### src/rtl/i2c_txn_sequencer.sv
// ADT7420 register-read sequencer: pointer write, bus-free gap, two-byte read,
// with per-transaction timeout, bounded retry and exclusive I2C bus ownership.
module i2c_txn_sequencer #(
    parameter int unsigned GAP_CYCLES     = 8,
    parameter int unsigned TIMEOUT_CYCLES = 4096,
    parameter int unsigned MAX_RETRIES    = 3
) (
    input  logic        FSM_Clk,
    input  logic        reset,
    input  logic        START,
    output logic        STARTW,
    output logic        STARTR,
    input  logic        done_w,
    input  logic        error_w,
    input  logic        done_r,
    input  logic        error_r,
    input  logic        SCLW,
    input  logic        SDAW,
    input  logic        SCLR,
    input  logic        SDAR,
    input  logic [7:0]  DATAH,
    input  logic [7:0]  DATAL,
    output logic        SCL,
    output logic        SDA,
    output logic [15:0] result,
    output logic        result_valid,
    output logic        busy,
    output logic        error,
    output logic [1:0]  retries,
    output logic [7:0]  State
);

    localparam int unsigned TW = 16;
    localparam int unsigned GW = (GAP_CYCLES > 1) ? $clog2(GAP_CYCLES) : 1;

    typedef enum logic [3:0] {
        S_IDLE    = 4'd0,
        S_WR_GO   = 4'd1,
        S_WR_WAIT = 4'd2,
        S_GAP     = 4'd3,
        S_RD_GO   = 4'd4,
        S_RD_WAIT = 4'd5,
        S_RETRY   = 4'd6,
        S_DONE    = 4'd7,
        S_ERR     = 4'd8
    } state_e;

    state_e        state_q, state_d;
    logic [TW-1:0] timer_q, timer_d;
    logic [GW-1:0] gap_q, gap_d;
    logic [1:0]    retries_q, retries_d;
    logic [15:0]   result_q, result_d;
    logic          rvalid_q, rvalid_d;
    logic          error_q, error_d;
    logic          start_q;
    logic          startw_q, startr_q, busy_q;

    logic          start_acc;
    logic          timeout_hit;
    logic          gap_end;
    logic [TW-1:0] timer_inc;

    assign start_acc   = START & ~start_q;
    assign timeout_hit = (timer_q == TW'(TIMEOUT_CYCLES - 1));
    assign gap_end     = (gap_q == GW'(GAP_CYCLES - 1));
    // Saturating increment so a stuck engine can never wrap the timer
    assign timer_inc   = (timer_q == '1) ? timer_q : timer_q + TW'(1);

    // Next-state and next-value logic
    always_comb begin
        state_d   = state_q;
        timer_d   = timer_q;
        gap_d     = gap_q;
        retries_d = retries_q;
        result_d  = result_q;
        rvalid_d  = rvalid_q;
        error_d   = error_q;
        case (state_q)
            S_IDLE, S_DONE, S_ERR: begin
                if (start_acc) begin
                    state_d   = S_WR_GO;
                    error_d   = 1'b0;
                    rvalid_d  = 1'b0;
                    retries_d = 2'd0;
                end
            end
            S_WR_GO: begin
                timer_d = '0;
                state_d = S_WR_WAIT;
            end
            S_WR_WAIT: begin
                timer_d = timer_inc;
                if (error_w || timeout_hit) begin
                    gap_d   = '0;
                    state_d = S_RETRY;
                end else if (done_w) begin
                    gap_d   = '0;
                    state_d = S_GAP;
                end
            end
            S_GAP: begin
                if (gap_end) state_d = S_RD_GO;
                else         gap_d   = gap_q + GW'(1);
            end
            S_RD_GO: begin
                timer_d = '0;
                state_d = S_RD_WAIT;
            end
            S_RD_WAIT: begin
                timer_d = timer_inc;
                if (error_r || timeout_hit) begin
                    gap_d   = '0;
                    state_d = S_RETRY;
                end else if (done_r) begin
                    result_d = {DATAH, DATAL};
                    rvalid_d = 1'b1;
                    state_d  = S_DONE;
                end
            end
            S_RETRY: begin
                if (!gap_end) begin
                    gap_d = gap_q + GW'(1);
                end else if (retries_q == 2'(MAX_RETRIES)) begin
                    error_d = 1'b1;
                    state_d = S_ERR;
                end else begin
                    retries_d = retries_q + 2'd1;
                    state_d   = S_WR_GO;
                end
            end
            default: state_d = S_IDLE;
        endcase
    end

    // Registered state and outputs; pulses and busy follow the next state
    always_ff @(posedge FSM_Clk or posedge reset) begin
        if (reset) begin
            state_q   <= S_IDLE;
            timer_q   <= '0;
            gap_q     <= '0;
            retries_q <= 2'd0;
            result_q  <= 16'd0;
            rvalid_q  <= 1'b0;
            error_q   <= 1'b0;
            start_q   <= 1'b0;
            startw_q  <= 1'b0;
            startr_q  <= 1'b0;
            busy_q    <= 1'b0;
        end else begin
            state_q   <= state_d;
            timer_q   <= timer_d;
            gap_q     <= gap_d;
            retries_q <= retries_d;
            result_q  <= result_d;
            rvalid_q  <= rvalid_d;
            error_q   <= error_d;
            start_q   <= START;
            startw_q  <= (state_d == S_WR_GO);
            startr_q  <= (state_d == S_RD_GO);
            busy_q    <= !(state_d inside {S_IDLE, S_DONE, S_ERR});
        end
    end

    // Bus ownership follows the registered state; released bus idles high
    always_comb begin
        SCL = 1'b1;
        SDA = 1'b1;
        case (state_q)
            S_WR_GO, S_WR_WAIT: begin
                SCL = SCLW;
                SDA = SDAW;
            end
            S_RD_GO, S_RD_WAIT: begin
                SCL = SCLR;
                SDA = SDAR;
            end
            default: begin
                SCL = 1'b1;
                SDA = 1'b1;
            end
        endcase
    end

    assign STARTW       = startw_q;
    assign STARTR       = startr_q;
    assign result       = result_q;
    assign result_valid = rvalid_q;
    assign busy         = busy_q;
    assign error        = error_q;
    assign retries      = retries_q;
    assign State        = 8'(state_q);

endmodule

### config.mk
export PLATFORM = sky130hd
export DESIGN_NAME = i2c_txn_sequencer
export DESIGN_NICKNAME = d
export VERILOG_FILES = /design/src/rtl/i2c_txn_sequencer.sv
export SDC_FILE = /design/constraint.sdc
export NUM_CORES = 1
export LEC_CHECK = 0
export CAP_MARGIN = 40
export CORE_MARGIN = 2
export CORE_UTILIZATION = 40
export CTS_CLUSTER_SIZE = 20
export DETAILED_ROUTE_END_ITERATION = 10
export GPL_TIMING_DRIVEN = 0
export PLACE_DENSITY = 0.67
export SLEW_MARGIN = 20
export SYNTH_ARGS = -nofsm -noshare
export SYNTH_HDL_FRONTEND = slang
export SYNTH_SLANG_ARGS = --single-unit
### constraint.sdc
create_clock -name FSM_Clk -period 4.4 [get_ports FSM_Clk]
set_clock_uncertainty 0.15 [all_clocks]
set_input_delay 0.44 -clock FSM_Clk [delete_from_list [all_inputs] [get_ports FSM_Clk]]
set_output_delay 0.44 -clock FSM_Clk [all_outputs]
set_load 0.05 [all_outputs]
Word-level counts from Yosys, hierarchy flattened. Index checks and enable logic that the tools add are counted.

Shift operators: 0. Divide/modulo/power cells: 0. $mul: 0. Mux-type cells: 29. Add/sub/neg operators: 3. Bitwise logic cells: 3. Order comparisons: 0. Reductions and logical operators: 22. Eq/ne operators: 26.

Operators with widths (number): 4-bit two-way mux (8); 16-bit case mux with 2 select lines (1); 4-bit case mux with 7 select lines (1); 4-bit by 3-bit equality test with 1-bit output (second input constant) (6); 2-bit inequality test (second input constant) (9); 16-bit by 1-bit adder with 16-bit output (second input constant) (1); 16-bit by 12-bit equality test with 1-bit output (second input constant) (1); 16-bit equality test (second input constant) (1); 16-bit two-way mux (1); 4-bit AND reduction (4); 3-bit two-way mux (4); 2-bit OR reduction (5); 3-bit case mux with 3 select lines (1); 4-bit by 1-bit equality test with 1-bit output (second input constant) (2); 4-bit by 2-bit equality test with 1-bit output (second input constant) (2); 4-bit equality test (second input constant) (2); 4-bit logical NOT (2); 1-bit case mux with 2 select lines (4); 2-bit two-way mux (3); 2-bit nonzero test (3); 3-bit nonzero test (2); 1-bit two-way mux (5); 2-bit case mux with 2 select lines (1); 3-bit by 1-bit adder with 3-bit output (second input constant) (1); 11 further kinds (13).

Memories kept: 0. RAM bits: 0. Flip-flop bits (word level): 47. Bits in latches: 0. Input port bits: 27. Output and inout bits: 33. Logic and storage cells: 94. Memory bits (read-only): 0.

Longest topological paths before layout. Gate-level depths: netlist (run 1).

Depth after elaboration: 7. Mapped depth: 9. Depth with buffers taken out: 8.

Least setup slack after synthesis (run 1). No wires, ideal clock.

Path type: register -> output. From: register state_q[2]. To: output SCL. Cell stages (with the launch flop): 8. Arrival time: 1.919 ns. Path slack: 1.891 ns. Data required time: 3.810 ns. Buffers on the path: 3. Cells stage by stage: dfrtp_1 clkbuf_1 buf_2 buf_2 nor2_1 a21oi_1 o32ai_1 nand2b_1.

Longest elaborated chain between the ends: 3. Elaborated cells on any way between the ends: 7. Those cells by class: 4 x eq/ne; 1 x mux; 2 x reduce/logical.

Ends and longest elaborated chain: start, declared (line 48) `state_e state_q, state_d;`; start signal, assigned (line 150) `state_q <= state_d;`; 4-bit by 3-bit equality test with 1-bit output (tied with other cells) (line 168) `case (state_q)`; 2-bit OR reduction (line 168); 1-bit case mux with 2 select lines * (line 168); end, declared (line 23) `output logic SCL,`.

Mark *: on every way between the ends. The rest lies on a longest branch, timed or not.

Final worst setup path (run 1).
From: register state_q[2]. To: output SDA.

Longest elaborated chain between the ends: 3. Elaborated cells on any way between the ends: 7. Those cells by class: 4 x eq/ne; 1 x mux; 2 x reduce/logical.

Ends and longest elaborated chain: 4-bit by 3-bit equality test with 1-bit output (tied with other cells) (line 168); 2-bit OR reduction (line 168); 1-bit case mux with 2 select lines * (line 168); end, declared (line 24) `output logic SDA,`.

Marks and branches as above.

==> reports/results.tsv, run 1 <==
stage	metric	value	unit
run_status	outcome	complete, no violations	
synth	synth warn	0	
route	Avg WL per Cell	13.1	um
clocking	Max Root-Sink Buffers	2	
global_routing	all-layer global routing usage	0.159	
synth	Synth area leader	dfrtp_1	
timing	Hold Worst Slack	0.300	ns
timing	Setup TNS	0	ns
timing	final worst-path cycle share	0.717	
critical_path	critical path launch point	state_q[2]$_DFF_PP0_	
final_layout	nets	337	
synth	post-synthesis cell type count	51	
timing	Worst Slack Setup Final	1.24	ns
global_routing	first-pass GRT wire length	8490	um
timing	actual slew at the worst max-slew pin	0.524	ns
global_routing	initial antenna violation count	0	
final_layout	P&R area growth vs syn	31.3	%
synth	Post-synth ARST share	1.00	
critical_path	Critical Path Source Type	flip-flop	
critical_path	crit end category	primary output	
critical_path	critical path required time	3.81	ns
final_layout	Ant. Diodes	0	
synth	register area share after synthesis	0.476	
floorplanning	Die ar.	0.00682	mm2
global_routing	grt met2 use	0.264	
power	final total power	2.17	mW
clocking	H-Tree Level Count	2	
floorplanning	num ports	60	
timing	final setup fails	0	
global_routing	largest net degree at the start of global routing	30	
timing	Fin. Hold Viols	0	
place	Placement Setup Slack	1.55	ns
place	placed cell area	0.00315	mm2
global_routing	vias in the first global route	1916	
final_layout	Final Non-Filler Cells	382	
synth	top cells by area, synth	dfrtp_1 48%, mux2_4 5.5%, mux2_2 4.1%, nor2_1 3.2%, o21ai_0 2.8%	
place	GP Congestion	0.772	
clocking	CTS tree	done	
final_layout	layout cells sized above 1	0.150	
critical_path	reg2reg start	timer_q[0]$_DFFE_PP0P_	
route	vias per cell	5.15	
synth	count leader, synth	dfrtp_1	
critical_path	worst setup path class	reg -> out	
floorplanning	Placeable Area	0.00596	mm2
final_layout	post-route design area	0.00324	mm2
route	drt total wl	5020	um
timing	min Tclk post-route	3.16	ns
clocking	# clock sinks	47	
place	hpwl dp	3820	um
critical_path	Critical Path Fanout Max	10	
route	number of detailed-route iterations in the first pass	4	
final_layout	Layout Utilization	0.545	
critical_path	slowest CP cell	clkdlybuf4s50_1	
synth	Synth Register Bits	47	
route	Starting DRT DRC Count	91	
power	VDD IR max	402	uV
timing	Final Max Tran Viols	0	
synth	EDFF count, synth	0	
clocking	CTS root buffer	clkbuf_8	
timing	relative slew slack	0.641	
global_routing	busiest grt layer	met2	
clocking	# hold bufs at CTS	0	
critical_path	Critical Path End	SDA	
synth	Yosys top cell area share	0.476	
synth	top post-synthesis cells by count	47 x dfrtp_1, 21 x nor2_1, 15 x nand2_1	
global_routing	total gr overflow	0	
min_path	type of the worst min-delay path	in -> async	
route	number of routed nets with antenna violations	0	
power	leakage power	1.40	nW
floorplanning	height of the die	82.6	um
place	Port Buffer Count	55	
clocking	total CTS buffers	5	
clocking	worst-skew pair later-pin latency	0.30	ns
synth	Synth Area per Inst	10.3	um2
floorplanning	die width	82.6	um
critical_path	RR Endpoint	result[6]$_DFFE_PP0P_	
clocking	CTS clk-pin slew, worst paths	0.09	ns
clocking	cts repair resizes	0	
critical_path	max incr delay on CP	0.80	ns
timing	Fmax	317	MHz
power	PwrDens	670	mW/mm2
critical_path	crit path cell chain	clkbuf_1 > buf_2 > buf_2 > nor2_1 > a21oi_1 > o32ai_1 > nand2b_1 > clkdlybuf4s50_1	
clocking	Setup Buffers After CTS	0	
route	routed vias	1968	
critical_path	worst reg2reg path depth	8	
synth	Post-synth top flop	dfrtp_1	
floorplanning	Initial Utilization	0.415	
synth	synthesized instance count	239	
route	DR DRC count	0	
global_routing	met3 GRT Util	0.0391	
critical_path	CP arrival	2.57	ns
synth	post-synth design cell area	0.00247	mm2
critical_path	crit-path most repeated cell	buf_2	
global_routing	met1 usage	0.210	
floorplanning	# rows	28	
job	Max Cap Violations	0	
timing	unrepaired setup endpoints after global routing	no	
place	dpl cells	374	
critical_path	worst reg-to-reg setup slack	2.04	ns
## where the power goes
part,leakage [nW],total [mW],internal [mW],switching [mW]
Sequential,0.608,0.629,0.559,0.0699
Clock,0.0408,0.262,0.114,0.149
Combinational,0.755,1.28,0.480,0.801
Total,1.40,2.17,1.15,1.02
## sequential cells by signal, indices dropped and copies added, names as in the netlist
signal,flops
timer_q,16
result,16
retries,2
error,1
result_valid,1
start_q,1
STARTR,1
gap_q,3
STARTW,1
busy,1
state_q,4
## final cells by class
class,count,area (um2)
clock buffers,5,68.8
flip-flops and latches,47,1180
multi-input cells,171,1170
clock inverters,3,23.8
fillers,553,2710
plain buffers,16,104
inverters,8,30.0
well taps,75,93.8
repair buffers,57,576
## how the worst min path moves through the flow
stage	start	depth (start not counted)	slack, ns	end
6_report	reset	2	0.30	result[5]$_DFFE_PP0P_
5_1_grt	reset	2	0.35	result[9]$_DFFE_PP0P_
4_1_cts	reset	2	0.30	result[9]$_DFFE_PP0P_
3_5_place_dp	result_valid$_DFFE_PP0P_	2	0.34	result_valid$_DFFE_PP0P_
3_3_place_gp	timer_q[11]$_DFFE_PP0P_	1	0.33	timer_q[11]$_DFFE_PP0P_
2_1_floorplan	timer_q[11]$_DFFE_PP0P_	1	0.30	timer_q[11]$_DFFE_PP0P_
## kinds of logic after synthesis
group	count (synthesis)	synth area share
buffers and inverters	24	0.0542
adders and majority gates	4	0.0203
DFF	47	0.476
AOI/OAI and AO/OA	43	0.113
muxes	23	0.116
and+or+nand+nor	90	0.194
xor gates and xnor gates	7	0.0248
other	1	0.00152
## cells in the final DEF, fill, tap and decap left out, types with 2 or more instances in the layout
| cell type | n |
|---|---|
| nand2_1 | 15 |
| buf_2 | 5 |
| buf_4 | 4 |
| clkdlybuf4s50_1 | 55 |
| dfrtp_1 | 47 |
| nand2b_1 | 5 |
| ha_1 | 4 |
| nand3b_1 | 2 |
| mux2i_1 | 5 |
| nor3b_1 | 2 |
| xor2_1 | 3 |
| nand4_1 | 4 |
| o22ai_1 | 2 |
| o21ai_0 | 14 |
| nor2b_1 | 3 |
| xnor2_1 | 4 |
| o32ai_1 | 2 |
| clkbuf_1 | 6 |
| a31oi_1 | 3 |
| conb_1 | 4 |
| a21oi_1 | 10 |
| nand3_1 | 13 |
| clkbuf_8 | 5 |
| mux2_2 | 9 |
| mux2_4 | 9 |
| nor3_1 | 8 |
| buf_12 | 2 |
| and3_1 | 3 |
| a21o_1 | 2 |
| nor2_1 | 21 |
| and4_1 | 3 |
| clkinvlp_4 | 2 |
| inv_1 | 7 |
| or3_1 | 2 |
## critical path: cells and delay by family (launching register included)
kind            cells  cell delay (ns)
buf+inv             4             1.54
compound gates      2             0.23
flops               1             0.35
simple gates        2             0.16
## layer usage
metal,wire length (um),part of all wire
met1,2370,0.47
met2,2350,0.47
met3,264,0.053
met4,29,0.0058
met5,0,0
Note: power is estimated with default switching activity, not from simulation.
==> run 2: changes to the inputs <==
--- a/config.mk
+++ b/config.mk
@@ -11,7 +11,7 @@
 export CTS_CLUSTER_SIZE = 20
 export DETAILED_ROUTE_END_ITERATION = 10
 export GPL_TIMING_DRIVEN = 0
-export PLACE_DENSITY = 0.67
+export PLACE_DENSITY = 0.69
 export SLEW_MARGIN = 20
 export SYNTH_ARGS = -nofsm -noshare
 export SYNTH_HDL_FRONTEND = slang
==> constraint.sdc (replaced) <==
create_clock -name FSM_Clk -period 2.9 [get_ports FSM_Clk]
set_clock_uncertainty 0.15 [all_clocks]
set_input_delay 0.29 -clock FSM_Clk [delete_from_list [all_inputs] [get_ports FSM_Clk]]
set_output_delay 0.29 -clock FSM_Clk [all_outputs]
set_load 0.05 [all_outputs]
==> run 2 against run 1 <==
Worst hold slack got worse by 0.15 ns. Sequential power rose by 52%. Final area is 0.58% higher. Core utilization rose by 0.32 points. Flip-flop and latch count did not move. First-iteration DRC count up 8.8%. Setup slack lost 1.0 ns. Critical endpoint unchanged. Via count grew 0.46%. Die area did not move. Count of clock-buffer cells in the layout did not move. Sequential share of layout area is 0.21 points lower.
==> reports/results.tsv, run 2 (same netlist as run 1, synthesis figures left out) <==
stage	metric	value	unit
critical_path	crit end category	primary output	
final_layout	highest-count cells in the layout ignoring fill and taps	53 x clkdlybuf4s50_1, 47 x dfrtp_1, 21 x nor2_1	
route	drt total wl	4850	um
timing	final setup fails	0	
global_routing	all-layer global routing usage	0.149	
route	Starting DRT DRC Count	99	
timing	Fin. Hold Viols	0	
min_path	type of the worst min-delay path	in -> async	
timing	Fmax	371	MHz
power	final total power	3.37	mW
clocking	# hold bufs at CTS	0	
route	DR DRC count	0	
clocking	CTS root buffer	clkbuf_8	
job	Max Cap Violations	0	
final_layout	Ant. Diodes	0	
timing	unrepaired setup endpoints after global routing	no	
place	GP Congestion	0.787	
clocking	Setup Buffers After CTS	0	
timing	Setup TNS	0	ns
global_routing	first-pass GRT wire length	8010	um
route	number of detailed-route iterations in the first pass	4	
critical_path	worst reg-to-reg setup slack	0.52	ns
final_layout	layout cells sized above 1	0.153	
floorplanning	Die ar.	0.00682	mm2
place	Port Buffer Count	55	
run_status	outcome	complete, no violations	
critical_path	Critical Path Source Type	flip-flop	
place	dpl cells	374	
power	PwrDens	1030	mW/mm2
clocking	CTS tree	done	
route	number of routed nets with antenna violations	0	
critical_path	worst setup path class	reg -> out	
final_layout	Layout Utilization	0.548	
timing	Hold Worst Slack	0.153	ns
clocking	H-Tree Level Count	2	
clocking	worst-skew pair later-pin latency	0.30	ns
critical_path	Critical Path Fanout Max	10	
global_routing	vias in the first global route	1858	
place	hpwl dp	3680	um
global_routing	total gr overflow	0	
final_layout	P&R area growth vs syn	32.1	%
timing	min Tclk post-route	2.70	ns
route	vias per cell	5.18	
critical_path	worst reg2reg path depth	8	
critical_path	CP arrival	2.26	ns
global_routing	largest net degree at the start of global routing	31	
floorplanning	Initial Utilization	0.415	
floorplanning	num ports	60	
critical_path	RR Endpoint	result[5]$_DFFE_PP0P_	
global_routing	initial antenna violation count	0	
timing	final worst-path cycle share	0.931	
clocking	total CTS buffers	5	
timing	relative slew slack	0.625	
final_layout	Final Non-Filler Cells	382	
final_layout	commonest non-fill, non-tap cell in the layout	clkdlybuf4s50_1	
route	Avg WL per Cell	12.7	um
clocking	CTS clk-pin slew, worst paths	0.09	ns
floorplanning	die width	82.6	um
clocking	Max Root-Sink Buffers	2	
floorplanning	height of the die	82.6	um
timing	Final Max Tran Viols	0	
clocking	# clock sinks	47	
timing	actual slew at the worst max-slew pin	0.549	ns
power	leakage power	1.42	nW
final_layout	nets	337	
route	routed vias	1977	
critical_path	critical path required time	2.46	ns
floorplanning	Placeable Area	0.00596	mm2
power	VDD IR max	580	uV
floorplanning	# rows	28	
critical_path	reg2reg start	timer_q[0]$_DFFE_PP0P_	
## run 2: how the worst max path moves through the flow
stage,endpoint,slack (ns),start
after floorplan,SCL,0.54,state_q[2]$_DFF_PP0_
after global placement,SCL,0.23,state_q[2]$_DFF_PP0_
after detailed placement,SDA,0.20,state_q[2]$_DFF_PP0_
after CTS,SDA,0.14,state_q[2]$_DFF_PP0_
after global routing,SDA,0.02,state_q[2]$_DFF_PP0_
final,SDA,0.20,state_q[2]$_DFF_PP0_
## run 2: report_power, final
group | switching, mW | internal, mW | leakage [nW]
Clock | 0.225 | 0.261 | 0.0587
Combinational | 1.21 | 0.719 | 0.755
Sequential | 0.108 | 0.848 | 0.608
Total | 1.54 | 1.83 | 1.42
## run 2: worst max-delay path, stage by stage, from the launching register on
cell and delay [ns]:
dfrtp_1 0.35, clkbuf_1 0.24, buf_2 0.27, buf_2 0.23, nor2_1 0.06, a21oi_1 0.13
o32ai_1 0.10, nand2b_1 0.09, clkdlybuf4s15_1 0.50
## run 2: what timing repair did
item,4_1_cts,5_1_grt
endpoints found under the setup margin,2,2
pin swaps,0,0
gates cloned,0,0
resized for setup,2,3
## run 2: cell type report
cell class	count	area [um2]
Buffer	16	104
Timing Repair Buffer	57	571
Multi-Input combinational cell	171	1170
Inverter	8	30.0
Clock inverter	3	47.5
Fill cell	533	2690
Clock buffer	5	68.8
Sequential cell	47	1180
Tap cell	75	93.8
## run 2: per-stage QoR
stage	setup WS (ns)	cell area, um2
6_report	0.201	3260
5_1_grt	0.0171	3260
4_1_cts	0.141	3260
3_5_place_dp	0.204	3150
3_3_place_gp	0.229	3130
2_1_floorplan	0.541	2480
## run 2: metal layers
| layer | vias up | wire length (um) | global-route usage |
|---|---|---|---|
| met1 | 949 | 2140 | 0.182 |
| met2 | 43 | 2370 | 0.265 |
| li1 | 980 | - | - |
| met3 | 5 | 298 | 0.0326 |
| met5 | - | 0 | 0 |
| met4 | 0 | 40 | 0.0393 |
==> run 3: changes to the inputs <==
--- a/config.mk
+++ b/config.mk
@@ -5,6 +5,7 @@
 export SDC_FILE = /design/constraint.sdc
 export NUM_CORES = 1
 export LEC_CHECK = 0
+export ABC_CLOCK_PERIOD_IN_PS = 2900
 export CAP_MARGIN = 40
 export CORE_MARGIN = 2
 export CORE_UTILIZATION = 40
==> results of run 3 <==
No change in the layout: final DEF, timing and power equal those of run 2.
